<file path="src/rtl/fir_stream_ctrl.sv">
// Valid/ready sequencer for an external FIR datapath: gates the filter clock
// enable, tracks delay-line fill, optionally hides warm-up results and flushes the tail.
module fir_stream_ctrl #(
  parameter int NUM_TABS       = 3,
  parameter int TAB_WIDTH      = 3,
  parameter int DATA_IN_WIDTH  = 8,
  parameter int DATA_OUT_WIDTH = TAB_WIDTH + DATA_IN_WIDTH + 8,
  parameter int DROP_FILL      = 0
) (
  input  logic                      clk,
  input  logic                      rst,
  input  logic                      s_valid,
  output logic                      s_ready,
  input  logic [DATA_IN_WIDTH-1:0]  s_data,
  input  logic                      flush,
  output logic                      flush_done,
  output logic                      busy,
  output logic                      m_valid,
  input  logic                      m_ready,
  output logic [DATA_OUT_WIDTH-1:0] m_data,
  output logic                      m_last,
  output logic                      fir_clk_en,
  output logic [DATA_IN_WIDTH-1:0]  fir_data_in,
  input  logic [DATA_OUT_WIDTH-1:0] fir_data_out
);

  localparam int FILL_MAX = NUM_TABS - 1;
  localparam int FW       = $clog2(NUM_TABS);
  localparam int ZW       = $clog2(NUM_TABS + 1);

  // DONE is the one-cycle flush_done slot between the last zero and RUN.
  typedef enum logic [1:0] {RUN, FLUSH, DONE} state_t;

  state_t                   state_q, state_d;
  logic [FW-1:0]            fill_q, fill_d;
  logic [ZW-1:0]            zc_q, zc_d;
  logic                     m_valid_q, m_valid_d;
  logic                     m_last_q, m_last_d;
  logic                     slot, en, visible, last_zero, s_ready_c;
  logic [DATA_IN_WIDTH-1:0] din;

  always_comb begin
    slot      = !m_valid_q || m_ready;
    s_ready_c = 1'b0;
    en        = 1'b0;
    din       = '0;
    visible   = 1'b0;
    last_zero = 1'b0;
    state_d   = state_q;
    fill_d    = fill_q;
    zc_d      = zc_q;
    case (state_q)
      RUN: begin
        s_ready_c = slot;
        if (s_valid && slot) begin
          en      = 1'b1;
          din     = s_data;
          visible = !((DROP_FILL != 0) && (fill_q < FW'(FILL_MAX)));
          if (fill_q != FW'(FILL_MAX)) fill_d = fill_q + 1'b1;
        end
        // An empty delay line has no tail, so go straight to the done pulse.
        if (flush) state_d = (fill_d == '0) ? DONE : FLUSH;
      end
      FLUSH: begin
        if (slot) begin
          en   = 1'b1;
          zc_d = zc_q + 1'b1;
          if (zc_q == ZW'(FILL_MAX)) begin
            state_d = DONE;
            zc_d    = '0;
            fill_d  = '0;
          end else begin
            visible   = 1'b1;
            last_zero = (zc_q == ZW'(FILL_MAX - 1));
          end
        end
      end
      default: state_d = RUN;
    endcase

    if (en) begin
      m_valid_d = visible;
      m_last_d  = last_zero;
    end else if (m_ready) begin
      m_valid_d = 1'b0;
      m_last_d  = 1'b0;
    end else begin
      m_valid_d = m_valid_q;
      m_last_d  = m_last_q;
    end
  end

  always_ff @(posedge clk or posedge rst) begin
    if (rst) begin
      state_q   <= RUN;
      fill_q    <= '0;
      zc_q      <= '0;
      m_valid_q <= 1'b0;
      m_last_q  <= 1'b0;
    end else begin
      state_q   <= state_d;
      fill_q    <= fill_d;
      zc_q      <= zc_d;
      m_valid_q <= m_valid_d;
      m_last_q  <= m_last_d;
    end
  end

  assign s_ready     = s_ready_c && !rst;
  assign fir_clk_en  = en && !rst;
  assign fir_data_in = rst ? '0 : din;
  assign m_valid     = m_valid_q;
  assign m_last      = m_last_q;
  assign m_data      = fir_data_out;
  assign busy        = (state_q == FLUSH);
  assign flush_done  = (state_q == DONE);

endmodule

</file>
<file path="config.mk">
export PLATFORM = sky130hd
export DESIGN_NAME = fir_stream_ctrl
export DESIGN_NICKNAME = d
export VERILOG_FILES = /design/src/rtl/fir_stream_ctrl.sv
export SDC_FILE = /design/constraint.sdc
export NUM_CORES = 1
export LEC_CHECK = 0
export ABC_AREA = 1
export CORE_ASPECT_RATIO = 0.75
export CORE_MARGIN = 8
export CORE_UTILIZATION = 31
export DETAILED_ROUTE_END_ITERATION = 12
export PLACE_DENSITY = 0.86
export SKIP_CTS_REPAIR_TIMING = 1
export SYNTH_ARGS = -nofsm -noshare
export SYNTH_HDL_FRONTEND = slang
export SYNTH_SLANG_ARGS = --single-unit
</file>
<file path="constraint.sdc">
create_clock -name clk -period 2.35 [get_ports clk]
set_input_delay 0.47 -clock clk [delete_from_list [all_inputs] [get_ports clk]]
set_output_delay 0.47 -clock clk [all_outputs]
set_load 0.01 [all_outputs]
</file>
==> results.md, run 1 <==
- Status: complete, no violations
- Clock skew: 0.001618 ns
- Final slew viol count: 0
- EDFF count, synth: 0
- Place WS: -0.1083 ns
- CTS H-Tree Depth: 1
- Total Wirelength: 1814 um
- Netlist cell types: 19
- Effective utilization at floorplan: 0.3304
- Slowest CP cell: clkdlybuf4s50_1
- Hold Crit Start: fill_q[1]
- Max Freq: 486.1 MHz
- Final period util: 0.8754
- Clock Pin Slew Worst Setup and Hold Paths: 0.05 ns
- Yosys reg bits: 8
- Wire per inst: 13.24 um
- Skew-Pair Late Insertion Delay: 0.25 ns
- Placed wire-length estimate: 1488 um
- Vias: 642
- Max Cap Viol: 0
- Fin cells: 137
- All-Layer GR Usage: 0.08972
- Maximum vdd drop: 0.6177 mV
- Post-Syn Area per Cell: 6.934 sq um
- Total leakage power: 0.0006003 uW
- Die area: 3901 sq um
- DP Cell Count: 134
- Cell row count: 14
- DRC Markers: 0
- Syn nets: 129
- # diodes: 0
- Worst-path cell chain: clkdlybuf4s50_1, inv_1, nand2_2, nand2_2, inv_4, nand2_2, a21oi_1, dlymetal6s2s_1
- Slew headroom: 0.8533
- Final hold vios: 0
- Top cell by count, worst path: nand2_2
- CTS root buffer: clkbuf_4
- Crit path launch: m_ready
- Clk sinks: 8
- Flop2flop setup slack: 1.13 ns
- Register area: 200.2 sq um
- NumNets Final: 148
- Pwr per Cell Area: 1018 nW/um^2
- CTS tree: built
- Vias/cell: 4.686
- Minimum clock period: 2.057 ns
- Chip width: 69.51 um
- Die Ht: 56.13 um
- PortBufs: 26
- Critical Path Max Stage Delay: 0.45 ns
- Pwr Total: 932.0 uW
- Post-DRT Antenna Nets: 0
- First-pass GRT wire length: 2863 um
- Worst Setup Path Type: primary input to output port
- Setup crit start kind: primary input
- Util after Layout: 0.4547
- Drt first-iter violations: 11
- Sequential area share after synthesis: 0.3008
- Synth warn: 0
- Setup violators final: 0
- Overflow after GRT: 0
- CTS Buffer Depth: 2
- Reg2Reg Launch Point: fill_q[0]
- Initial antenna violation count: 0
- Gate Count Post-Synth: 96
- RSZ-0062 raised after global routing: false
- Worst setup EP type: output port
- Fillers: 201
- Netlist Area Pre-Place: 665.6 sq um
- Crit path max fanout: 9
- Ys flop type: dfrtp_1
- Worst Path Required: 1.88 ns
- I/O pin cnt: 65
- First-pass detailed-route iteration total: 4
- RePlAce Congestion: 0.8667
- Share of cells above drive strength 1: 0.2035
- WP data arrival: 1.59 ns
- Footprint of the multi-input gates: 266.5 sq um
- Core ar.: 2014 sq um
- Worst-Margin Slew: 0.2198 ns
- Slack of the critical path: 0.2929 ns
- Cts bufs inserted: 3
- Vias in the first global route: 643
- Layout area overhead: 37.59%
- Min-Delay Path Class: flop to flop
- Largest net degree at the start of global routing: 10
- Asr flop ratio synth: 1.000
layer usage:
metal | up-vias | part of all wire | GRT usage
met5 | - | 0 | 0
met4 | 0 | 0.018 | 0.04665
met3 | 8 | 0.087 | 0.04100
met2 | 31 | 0.48 | 0.1496
met1 | 296 | 0.42 | 0.09263
li1 | 307 | - | -
final timing paths:
| kind | endpoint | depth (start not counted) |
|---|---|---|
| max in group asynchronous | zc_q[1] | 3 |
| min | fill_q[1] | 2 |
| max | fir_clk_en | 8 |
| max reg2reg | state_q[0] | 7 |
| min reg2reg | fill_q[1] | 2 |
| min in group asynchronous | fill_q[0] | 3 |
Yosys cell counts (2+ instances only):
library cell | instances | area share
inv_2 | 4 | 0.023
dfrtp_1 | 8 | 0.30
o21ai_0 | 4 | 0.030
nand2_2 | 5 | 0.047
buf_4 | 19 | 0.21
inv_1 | 11 | 0.062
nand2_1 | 22 | 0.12
nor2_1 | 10 | 0.056
a21oi_1 | 2 | 0.015
nand3_1 | 2 | 0.015
cell type report:
class,count,share of cell area
Multi-Input combinational cell,54,0.2910
Clock buffer,3,0.02459
Inverter,15,0.06421
Tap cell,24,0.03279
Timing Repair Buffer,33,0.3689
Sequential cell,8,0.2186
report_power, final:
part | switching, uW | internal, uW
Combinational | 315 | 257
Sequential | 50.1 | 204
Clock | 47.6 | 58.5
Total | 413 | 519
cells by family after synthesis:
group	count (synthesis)	share of synthesized area
flip-flops	8	0.3007
AND/OR/NAND/NOR	44	0.3045
AO/OA/AOI/OAI	9	0.07707
adder cells (fa/ha/maj)	1	0.01879
buffers and inverters	34	0.2989
per-stage QoR:
step	instance area (sq um)	hold slack, ns	TNS [ns]
2_1_floorplan	665.6	0.3013	0
3_3_place_gp	865.8	0.4746	-0.2453
3_5_place_dp	865.8	0.4903	-0.6253
4_1_cts	888.4	0.5041	-0.6727
5_1_grt	915.9	0.5294	0
6_report	915.9	0.5015	0
worst max-delay path, delay by kind of cell:
kind	cells	cell delay (ns)
AOI/OAI and AO/OA	1	0.12
buffers and inverters	4	0.79
and+or+nand+nor	3	0.21
flip-flops by register name (all words and copies together) (netlist names):
name     count
fill_q       2
m_valid      1
m_last       1
zc_q         2
state_q      2
cells in the final DEF, fill, tap and decap left out, drive strengths merged:
cell,instances
buf,7
nand3b,1
nand4,1
dlymetal6s2s,10
nor2,12
clkbuf,3
nand3,3
dfrtp,8
inv,15
ha,1
o21ai,5
nand2,27
o211ai,1
clkdlybuf4s50,16
a21oi,3
Note: power is estimated with default switching activity, not from simulation.
==> run 2: changes to the inputs <==
--- a/config.mk
+++ b/config.mk
@@ -10,6 +10,7 @@
 export CORE_MARGIN = 8
 export CORE_UTILIZATION = 31
 export DETAILED_ROUTE_END_ITERATION = 12
+export HOLD_SLACK_MARGIN = 0.08
 export PLACE_DENSITY = 0.86
 export SKIP_CTS_REPAIR_TIMING = 1
 export SYNTH_ARGS = -nofsm -noshare
==> results of run 2 <==
No change in the layout: final DEF, timing and power equal those of run 1.
